## config.mk

```make
export PLATFORM = sky130hd
export DESIGN_NAME = uart_rx_packer
export DESIGN_NICKNAME = d
export VERILOG_FILES = /design/src/rtl/uart_pkg.sv /design/src/rtl/uart_rx_sync.sv /design/src/rtl/uart_rx_packer.sv
export SDC_FILE = /design/constraint.sdc
export NUM_CORES = 1
export LEC_CHECK = 0
export ABC_AREA = 1
export BUFFER_PORTS_ARGS = -buffer_cell sky130_fd_sc_hd__clkbuf_2
export CORE_AREA = 5 5 119 121
export DETAILED_ROUTE_END_ITERATION = 8
export DIE_AREA = 0 0 124 126
export GPL_TIMING_DRIVEN = 0
export PLACE_DENSITY = 0.51
export SYNTH_ARGS = -nofsm -noshare
export SYNTH_HDL_FRONTEND = slang
export SYNTH_SLANG_ARGS = --single-unit
export TNS_END_PERCENT = 1
```

## constraint.sdc

```tcl
create_clock -name clk -period 2.8 [get_ports clk]
set_clock_uncertainty 0.1 [all_clocks]
set_input_delay 0.56 -clock clk [delete_from_list [all_inputs] [get_ports clk]]
set_output_delay 0.56 -clock clk [all_outputs]
set_load 0.05 [all_outputs]
```

## src/rtl/uart_pkg.sv

```systemverilog
// Shared UART definitions: receiver state encoding and default line timing,
// shared with the transmit side.
package uart_pkg;

  typedef enum logic [2:0] {
    IDLE,
    START,
    DATA,
    PARITY,
    STOP
  } rx_state_t;

  localparam int unsigned DEFAULT_CLOCKS_PER_PULSE = 2604;  // 50 MHz / 19200 baud
  localparam int unsigned DEFAULT_BITS_PER_WORD    = 8;

endpackage

```

## src/rtl/uart_rx_sync.sv

```systemverilog
// Two-flop synchroniser for the asynchronous UART line; resets to the idle
// (high) level so reset never looks like a start bit.
module uart_rx_sync (
  input  logic clk,
  input  logic rstn,
  input  logic d,
  output logic q
);

  logic meta;

  always_ff @(posedge clk or negedge rstn) begin
    if (!rstn) begin
      meta <= 1'b1;
      q    <= 1'b1;
    end else begin
      meta <= d;
      q    <= meta;
    end
  end

endmodule

```

## src/rtl/uart_rx_packer.sv

```systemverilog
// UART receiver packing NUM_WORDS words (first word in the LSBs) into one
// valid/ready beat. Define UART_RX_PARITY_EN for even-parity frames.
module uart_rx_packer
  import uart_pkg::*;
#(
  parameter int unsigned CLOCKS_PER_PULSE = DEFAULT_CLOCKS_PER_PULSE,
  parameter int unsigned BITS_PER_WORD    = DEFAULT_BITS_PER_WORD,
  parameter int unsigned NUM_WORDS        = 4
) (
  input  logic                               clk,
  input  logic                               rstn,
  input  logic                               rx,
  output logic [NUM_WORDS*BITS_PER_WORD-1:0] m_data,
  output logic                               m_valid,
  input  logic                               m_ready,
  output logic                               err_frame,
  output logic                               err_parity,
  output logic                               err_overflow,
  output logic                               busy
);

  localparam int unsigned BCW = $clog2(CLOCKS_PER_PULSE);
  localparam int unsigned BTW = (BITS_PER_WORD > 1) ? $clog2(BITS_PER_WORD) : 1;
  localparam int unsigned WCW = (NUM_WORDS > 1) ? $clog2(NUM_WORDS) : 1;

  localparam logic [BCW-1:0] BAUD_LAST = BCW'(CLOCKS_PER_PULSE - 1);
  localparam logic [BCW-1:0] HALF_LAST = BCW'(CLOCKS_PER_PULSE / 2 - 1);
  localparam logic [BTW-1:0] BIT_LAST  = BTW'(BITS_PER_WORD - 1);
  localparam logic [WCW-1:0] WORD_LAST = WCW'(NUM_WORDS - 1);

  rx_state_t                          state;
  logic                               rx_s;
  logic [BCW-1:0]                     baud_cnt;
  logic [BTW-1:0]                     bit_cnt;
  logic [WCW-1:0]                     word_cnt;
  logic [BITS_PER_WORD-1:0]           shreg;
  logic [NUM_WORDS*BITS_PER_WORD-1:0] pack;
  logic [NUM_WORDS*BITS_PER_WORD-1:0] pack_next;
  logic                               break_wait;
  logic                               word_ok;

  uart_rx_sync u_sync (
    .clk  (clk),
    .rstn (rstn),
    .d    (rx),
    .q    (rx_s)
  );

`ifdef UART_RX_PARITY_EN
  logic parity_bad;
  assign word_ok = !parity_bad;
`else
  assign word_ok    = 1'b1;
  assign err_parity = 1'b0;
`endif

  // Pack register with the just-received word dropped into its slot; this
  // is what a completing beat presents on m_data.
  always_comb begin
    pack_next = pack;
    for (int unsigned k = 0; k < NUM_WORDS; k++) begin
      if (word_cnt == WCW'(k)) pack_next[k*BITS_PER_WORD +: BITS_PER_WORD] = shreg;
    end
  end

  assign busy = (state != IDLE) || (word_cnt != '0);

  always_ff @(posedge clk or negedge rstn) begin
    if (!rstn) begin
      state        <= IDLE;
      baud_cnt     <= '0;
      bit_cnt      <= '0;
      word_cnt     <= '0;
      shreg        <= '0;
      pack         <= '0;
      m_data       <= '0;
      m_valid      <= 1'b0;
      err_frame    <= 1'b0;
      err_overflow <= 1'b0;
      break_wait   <= 1'b0;
`ifdef UART_RX_PARITY_EN
      err_parity   <= 1'b0;
      parity_bad   <= 1'b0;
`endif
    end else begin
      err_frame    <= 1'b0;
      err_overflow <= 1'b0;
`ifdef UART_RX_PARITY_EN
      err_parity   <= 1'b0;
`endif
      // A beat loaded later in this block overrides this clear.
      if (m_valid && m_ready) m_valid <= 1'b0;

      case (state)
        IDLE: begin
          if (!rx_s) begin
            state    <= START;
            baud_cnt <= '0;
            bit_cnt  <= '0;
          end
        end

        START: begin
          if (baud_cnt == HALF_LAST) begin
            baud_cnt <= '0;
            state    <= rx_s ? IDLE : DATA;
          end else begin
            baud_cnt <= baud_cnt + 1'b1;
          end
        end

        DATA: begin
          if (baud_cnt == BAUD_LAST) begin
            baud_cnt <= '0;
            shreg    <= {rx_s, shreg[BITS_PER_WORD-1:1]};
            bit_cnt  <= bit_cnt + 1'b1;
            if (bit_cnt == BIT_LAST) begin
`ifdef UART_RX_PARITY_EN
              state <= PARITY;
`else
              state <= STOP;
`endif
            end
          end else begin
            baud_cnt <= baud_cnt + 1'b1;
          end
        end

`ifdef UART_RX_PARITY_EN
        PARITY: begin
          if (baud_cnt == BAUD_LAST) begin
            baud_cnt <= '0;
            state    <= STOP;
            if ((^shreg) != rx_s) begin
              err_parity <= 1'b1;
              parity_bad <= 1'b1;
              word_cnt   <= '0;
            end else begin
              parity_bad <= 1'b0;
            end
          end else begin
            baud_cnt <= baud_cnt + 1'b1;
          end
        end
`endif

        STOP: begin
          if (break_wait) begin
            if (rx_s) begin
              break_wait <= 1'b0;
              state      <= IDLE;
            end
          end else if (baud_cnt == BAUD_LAST) begin
            baud_cnt <= '0;
            if (!rx_s) begin
              err_frame  <= 1'b1;
              word_cnt   <= '0;
              break_wait <= 1'b1;
            end else begin
              state <= IDLE;
              if (word_ok) begin
                pack <= pack_next;
                if (word_cnt == WORD_LAST) begin
                  word_cnt <= '0;
                  if (!m_valid || m_ready) begin
                    m_data  <= pack_next;
                    m_valid <= 1'b1;
                  end else begin
                    err_overflow <= 1'b1;
                  end
                end else begin
                  word_cnt <= word_cnt + 1'b1;
                end
              end
            end
          end else begin
            baud_cnt <= baud_cnt + 1'b1;
          end
        end

        default: state <= IDLE;
      endcase
    end
  end

endmodule
```

==> impl_metrics.py, run 1 <==
metrics = {
    "run_status": {
        "status": "finished, final reports clean",
    },
    "floorplanning": {
        "die_x_um": 124,
        "io_pins": 41,
        "fp.dieH_um": 126,
        "num_rows": 42,
        "coreArea_um2": 13000,
        "initial_core_util_pct": 37.0,
        "die_area_um2": 15600,
    },
    "routing": {
        "post-route-drc-count": 0,
        "ant_nets": 0,
        "drt_iter0_drc": 327,
        "wire_per_inst_um": 14.2,
        "wirelength_um": 12000,
        "vias": 4197,
        "dr.pass1.iters": 5,
        "via_per_inst": 4.97,
    },
    "finish": {
        "multiInputGateArea_um2": 2020,
        "nFillCells": 1331,
        "antennaDiodeCount": 0,
        "syn_to_final_growth_pct": 14.7,
        "nets": 676,
        "drive_above_1_share_pct": 13.2,
        "regArea_um2": 2450,
        "finalNonFillerCells": 845,
    },
    "cts": {
        "cts_buffers": 9,
        "path_clk_slew_ns": 0.06,
        "cts_root_buffer": "clkbuf_16",
        "max-clock-path-buffers": 2,
        "cts_tree": "yes",
        "cts-resized-gates": 0,
        "cts_hold_buf": 0,
        "cts_setup_buffers": 0,
        "h-tree-depth": 3,
        "clock_sinks": 98,
        "clk_latency_ns": 0.35,
    },
    "setup_path": {
        "critPathMaxFanout": 4,
        "crit_slowest_cell": "dfrtp_1",
        "slowest_delay_ns": 0.40,
        "crit_arrival_ns": 1.49,
        "startpoint_type": "register",
        "worstSetupPathType": "reg -> out",
        "cp_cell_sequence": "inv_1 > ha_1 > nand3_1 > clkbuf_2",
        "end_kind": "output pin",
        "crit_required_ns": 2.14,
    },
    "synthesis": {
        "syn_area_um2": 4800,
        "synth_top_area_cell": "dfrtp_1",
        "synth_seq_cells": 98,
        "synth_cells": 613,
        "syn_nets": 625,
        "synth.distinct_cells": 26,
        "synth-async-reset-ratio_pct": 100,
        "ys_seq_area_share_pct": 51.1,
        "syn_avg_cell_area_um2": 7.83,
        "synth-edff-count": 0,
        "synth.most_common_cell": "nand2_1",
        "post-synth-top-area-fraction_pct": 50.1,
        "ys_top_cells_by_count": "245 x nand2_1, 96 x dfrtp_1, 52 x nand3_1",
        "synthTopCellsByArea": "dfrtp_1 50%, nand2_1 19%, nand3_1 5.4%",
        "synthFlopType": "dfrtp_1",
        "yosysWarnings": 0,
    },
    "global_routing": {
        "grt_pass1_vias": 4014,
        "grt_pass1_wl_um": 20200,
        "overflow": 0,
        "antenna_found_initial": 0,
        "grt_max_degree": 54,
        "grt_util_all_layers_pct": 16.3,
    },
    "pwr": {
        "intPower_mw": 2.06,
        "power.density_nw_per_um2": 473,
        "p_sw_mw": 0.546,
        "p_comb_share_pct": 1.6,
        "p_leak_nw": 2.88,
        "p_seq_share_pct": 54.5,
        "switching_share_pct": 21.0,
        "ir_drop_mv": 0.221,
        "p_clk_share_pct": 43.8,
    },
    "place": {
        "numPortBuffers": 39,
        "post-place-cells": 829,
        "dpl_worst_slack_ns": 0.675,
        "gp_congestion": 0.854,
        "place_hpwl_um": 8430,
    },
    "sta": {
        "setup_viol": 0,
        "period_needed_ns": 2.15,
        "finalCritPeriodShare_pct": 76.9,
        "finalMaxSlewViolations": 0,
        "worst_pin_slew_ns": 0.667,
        "rsz0062_at_grt": "false",
        "max_freq_ghz": 0.464,
        "setup_slack_ns": 0.645,
        "hold_viol": 0,
        "relSlewSlack_pct": 55.5,
    },
    "job": {
        "max-cap-violations": 0,
    },
    "worst_hold_path": {
        "min_path_type": "in -> async",
    },
}
-- cells in the final DEF (no fill, tap or decap), drive strengths merged --
master	netlist	routed
xor2	1	1
nor2	39	39
o21ai	53	53
o211ai	1	1
dfrtp	96	96
nand4	33	33
ha	8	8
nor3	5	5
nand3	54	54
nand3b	2	2
a21oi	1	1
nor4	1	1
clkbuf	7	62
conb	1	1
inv	39	39
dfstp	2	2
nand2	246	246
buf	24	25
-- final cells by class --
type                    count  share of cell area, %
plain buffers              31                   3.18
flip-flops and latches     98                   44.6
clock buffers              16                   4.75
multi-input cells         445                   36.7
repair buffers             40                   4.09
well taps                 176                   4.00
inverters                  39                   2.66
-- power groups by stage --
stage	Sequential [mW]	Combinational (mW)	Clock [mW]
2_1_floorplan	1.45	0.00751	0
3_3_place_gp	1.45	0.0396	0
3_5_place_dp	1.45	0.0455	0
4_1_cts	1.42	0.0457	1.19
5_1_grt	1.42	0.0506	1.24
6_report	1.42	0.0427	1.14
-- critical path, delay by kind of cell, from the launching register on --
kind / cells / cell delay (ns)
adder cells (fa/ha/maj): 1 / 0.27
AND/OR/NAND/NOR: 1 / 0.10
buffers and inverters: 2 / 0.38
flip-flops: 1 / 0.40
-- routing by layer --
metal	global-route usage, %	vias up	share of wire [%]	routed length (µm)
met5	0	-	0	0
met4	6.51	0	1.8	214
met3	2.65	17	5.3	641
met2	25.5	103	46	5500
met1	22.7	1988	47	5660
li1	-	2089	-	-
-- sequential cells by signal, summed over array words and instances, names as in the netlist, 2 cells and up --
register and count:
word_cnt 2, shreg 8, m_data 32, baud_cnt 12, bit_cnt 3, state 3
pack 32
-- worst paths after layout --
check / start / end / slack [ns] / depth (start not counted)
max: word_cnt[0]$_DFFE_PN0P_ / busy / 0.65 / 4
min: rstn / m_data[5]$_DFFE_PN0P_ / 0.16 / 1
max reg2reg: word_cnt[0]$_DFFE_PN0P_ / m_data[25]$_DFFE_PN0P_ / 0.66 / 7
min reg2reg: u_sync.meta$_DFF_PN1_ / u_sync.q$_DFF_PN1_ / 0.26 / 0
max in group asynchronous: rstn / u_sync.meta$_DFF_PN1_ / 1.68 / 2
min in group clk: rx / u_sync.meta$_DFF_PN1_ / 0.20 / 1
-- per-stage QoR --
step / hold slack (ns) / area, µm² / total power, mW / util, % / setup TNS (ns)
5_1_grt: 0.199 / 5510 / 2.71 / 42.4 / 0
6_report: 0.161 / 5510 / 2.60 / 42.4 / 0
4_1_cts: 0.183 / 5510 / 2.65 / 42.4 / 0
3_5_place_dp: 0.253 / 5250 / 1.49 / 40.4 / 0
3_3_place_gp: 0.249 / 5220 / 1.48 / 40.2 / -24.63
2_1_floorplan: 0.164 / 4800 / 1.45 / - / 0
-- logic make-up (layout without fill, tap and decap cells) --
kind of cell,Yosys count,count (layout),synth area share [%]
simple gates,380,380,34.0
flops,98,98,51.1
buf+inv,70,126,6.70
compound gates,55,55,5.79
fa+ha+maj,8,8,2.09
other cells,1,1,0.0781
xor+xnor,1,1,0.183
(Power assumes the default switching activity.)
==> run 2: changes to the inputs <==
==> constraint.sdc (replaced) <==
create_clock -name clk -period 2.3 [get_ports clk]
set_clock_uncertainty 0.1 [all_clocks]
set_input_delay 0.46 -clock clk [delete_from_list [all_inputs] [get_ports clk]]
set_output_delay 0.46 -clock clk [all_outputs]
set_load 0.05 [all_outputs]
==> impl_metrics.py, run 2 (synthesized netlist as in run 1, its figures left out) <==
metrics = {
    "setup_path": {
        "crit_slowest_cell": "dfrtp_1",
        "critPathMaxFanout": 4,
        "slowest_delay_ns": 0.40,
        "cp_cell_sequence": "inv_1 > ha_1 > nand3_1 > clkbuf_2",
        "crit_arrival_ns": 1.49,
        "crit_required_ns": 1.74,
        "cp-startpoint": "word_cnt[0]$_DFFE_PN0P_",
        "startpoint_type": "register",
        "r2r-start": "baud_cnt[0]$_DFFE_PN0P_",
        "worstSetupPathType": "reg -> out",
        "r2r_setup_slack_ns": 0.27,
        "crit_family": "flip-flops",
        "end_kind": "output pin",
        "crit_buf_inv": 2,
    },
    "sta": {
        "worst_pin_slew_ns": 0.668,
        "setup_viol": 0,
        "period_needed_ns": 2.05,
        "finalCritPeriodShare_pct": 89.3,
        "rsz0062_at_grt": "false",
        "finalMaxSlewViolations": 0,
        "max_freq_ghz": 0.487,
        "relSlewSlack_pct": 55.5,
        "final.setup.tns_ns": 0,
        "hold_viol": 0,
    },
    "finish": {
        "final_core_util_pct": 42.5,
        "finalNonFillerCells": 845,
        "fin_area_um2": 5510,
        "layout_common_cells": "245 x nand2_1, 96 x dfrtp_1, 52 x nand3_1",
        "layout_commonest_cell": "nand2_1",
        "nets": 676,
        "antennaDiodeCount": 0,
        "syn_to_final_growth_pct": 14.8,
        "reg.largest.list": "m_data: 32 flops, pack: 32 flops, baud_cnt: 12 flops",
        "drive_above_1_share_pct": 13.5,
    },
    "global_routing": {
        "grt_util_all_layers_pct": 16.3,
        "antenna_found_initial": 0,
        "overflow": 0,
        "grt_max_degree": 54,
        "grt_pass1_wl_um": 20200,
        "grt_pass1_vias": 4014,
    },
    "routing": {
        "dr.pass1.iters": 5,
        "wirelength_um": 12000,
        "drt_iter0_drc": 328,
        "post-route-drc-count": 0,
        "ant_nets": 0,
        "wire_per_inst_um": 14.2,
        "vias": 4199,
        "via_per_inst": 4.97,
    },
    "place": {
        "numPortBuffers": 39,
        "gp_congestion": 0.854,
        "place_hpwl_um": 8430,
        "post-place-cells": 829,
        "placed_area_um2": 5250,
    },
    "floorplanning": {
        "num_rows": 42,
        "fp.dieH_um": 126,
        "die_x_um": 124,
        "initial_core_util_pct": 37.0,
        "io_pins": 41,
        "coreArea_um2": 13000,
        "die_area_um2": 15600,
    },
    "cts": {
        "cts_root_buffer": "clkbuf_16",
        "clk_latency_ns": 0.35,
        "cts_tree": "yes",
        "path_clk_slew_ns": 0.06,
        "cts-resized-gates": 0,
        "cts_buffers": 9,
        "h-tree-depth": 3,
        "cts_setup_buffers": 0,
        "max-clock-path-buffers": 2,
        "clock_sinks": 98,
        "cts_hold_buf": 0,
    },
    "pwr": {
        "p_leak_nw": 2.88,
        "power.density_nw_per_um2": 575,
        "power_mw": 3.17,
        "ir_drop_mv": 0.270,
    },
    "run_status": {
        "status": "finished, final reports clean",
    },
    "worst_hold_path": {
        "min_path_type": "in -> async",
    },
    "job": {
        "max-cap-violations": 0,
    },
}
run 2: cell counts in the layout (fill, tap and decap cells not counted):
Identical to the previous run, type by type.
run 2: path summary, 6_finish.rpt:
kind	to	cells after the start
setup reg to reg	m_data[25]$_DFFE_PN0P_	9
hold / removal	m_data[5]$_DFFE_PN0P_	1
setup / recovery	busy	4
min in group clk	u_sync.meta$_DFF_PN1_	1
max in group asynchronous	u_sync.meta$_DFF_PN1_	2
hold reg to reg	u_sync.q$_DFF_PN1_	0
run 2: power breakdown:
| group | internal (mW) | total [mW] | switching, mW |
|---|---|---|---|
| logic | 0.00956 | 0.0520 | 0.0424 |
| clock network | 0.767 | 1.39 | 0.623 |
| registers | 1.73 | 1.73 | 0.000449 |
| total | 2.50 | 3.17 | 0.666 |
run 2: worst reg2reg max path, cell delays in order, from the launching register on:
cell and delay (ns):
dfrtp_1 0.41, ha_2 0.25, nand3_1 0.10, nor2_1 0.20, nand2_1 0.12, nor2_4 0.16, nand3_2 0.19, buf_2 0.25
nand2_1 0.08, nand2_1 0.05
run 2: per-stage QoR:
| stage | hold WS (ns) | setup WS (ns) |
|---|---|---|
| 4_1_cts | 0.0831 | 0.163 |
| 2_1_floorplan | 0.0644 | 0.676 |
| 6_report | 0.0618 | 0.245 |
| 5_1_grt | 0.0986 | 0.0379 |
| 3_5_place_dp | 0.253 | 0.175 |
| 3_3_place_gp | 0.249 | -0.663 |
run 2: layer usage:
layer | wire, µm | vias up | track usage, %
met5 | 0 | - | 0
met3 | 626 | 15 | 2.65
met1 | 5650 | 1985 | 22.7
met2 | 5540 | 110 | 25.5
met4 | 210 | 0 | 6.51
li1 | - | 2089 | -
run 2: area by class of cell:
class,count,area (µm²)
plain buffers,31,175
clock buffers,16,262
fillers,1331,7470
inverters,39,146
multi-input cells,445,2030
flip-flops and latches,98,2450
well taps,176,220
repair buffers,40,225
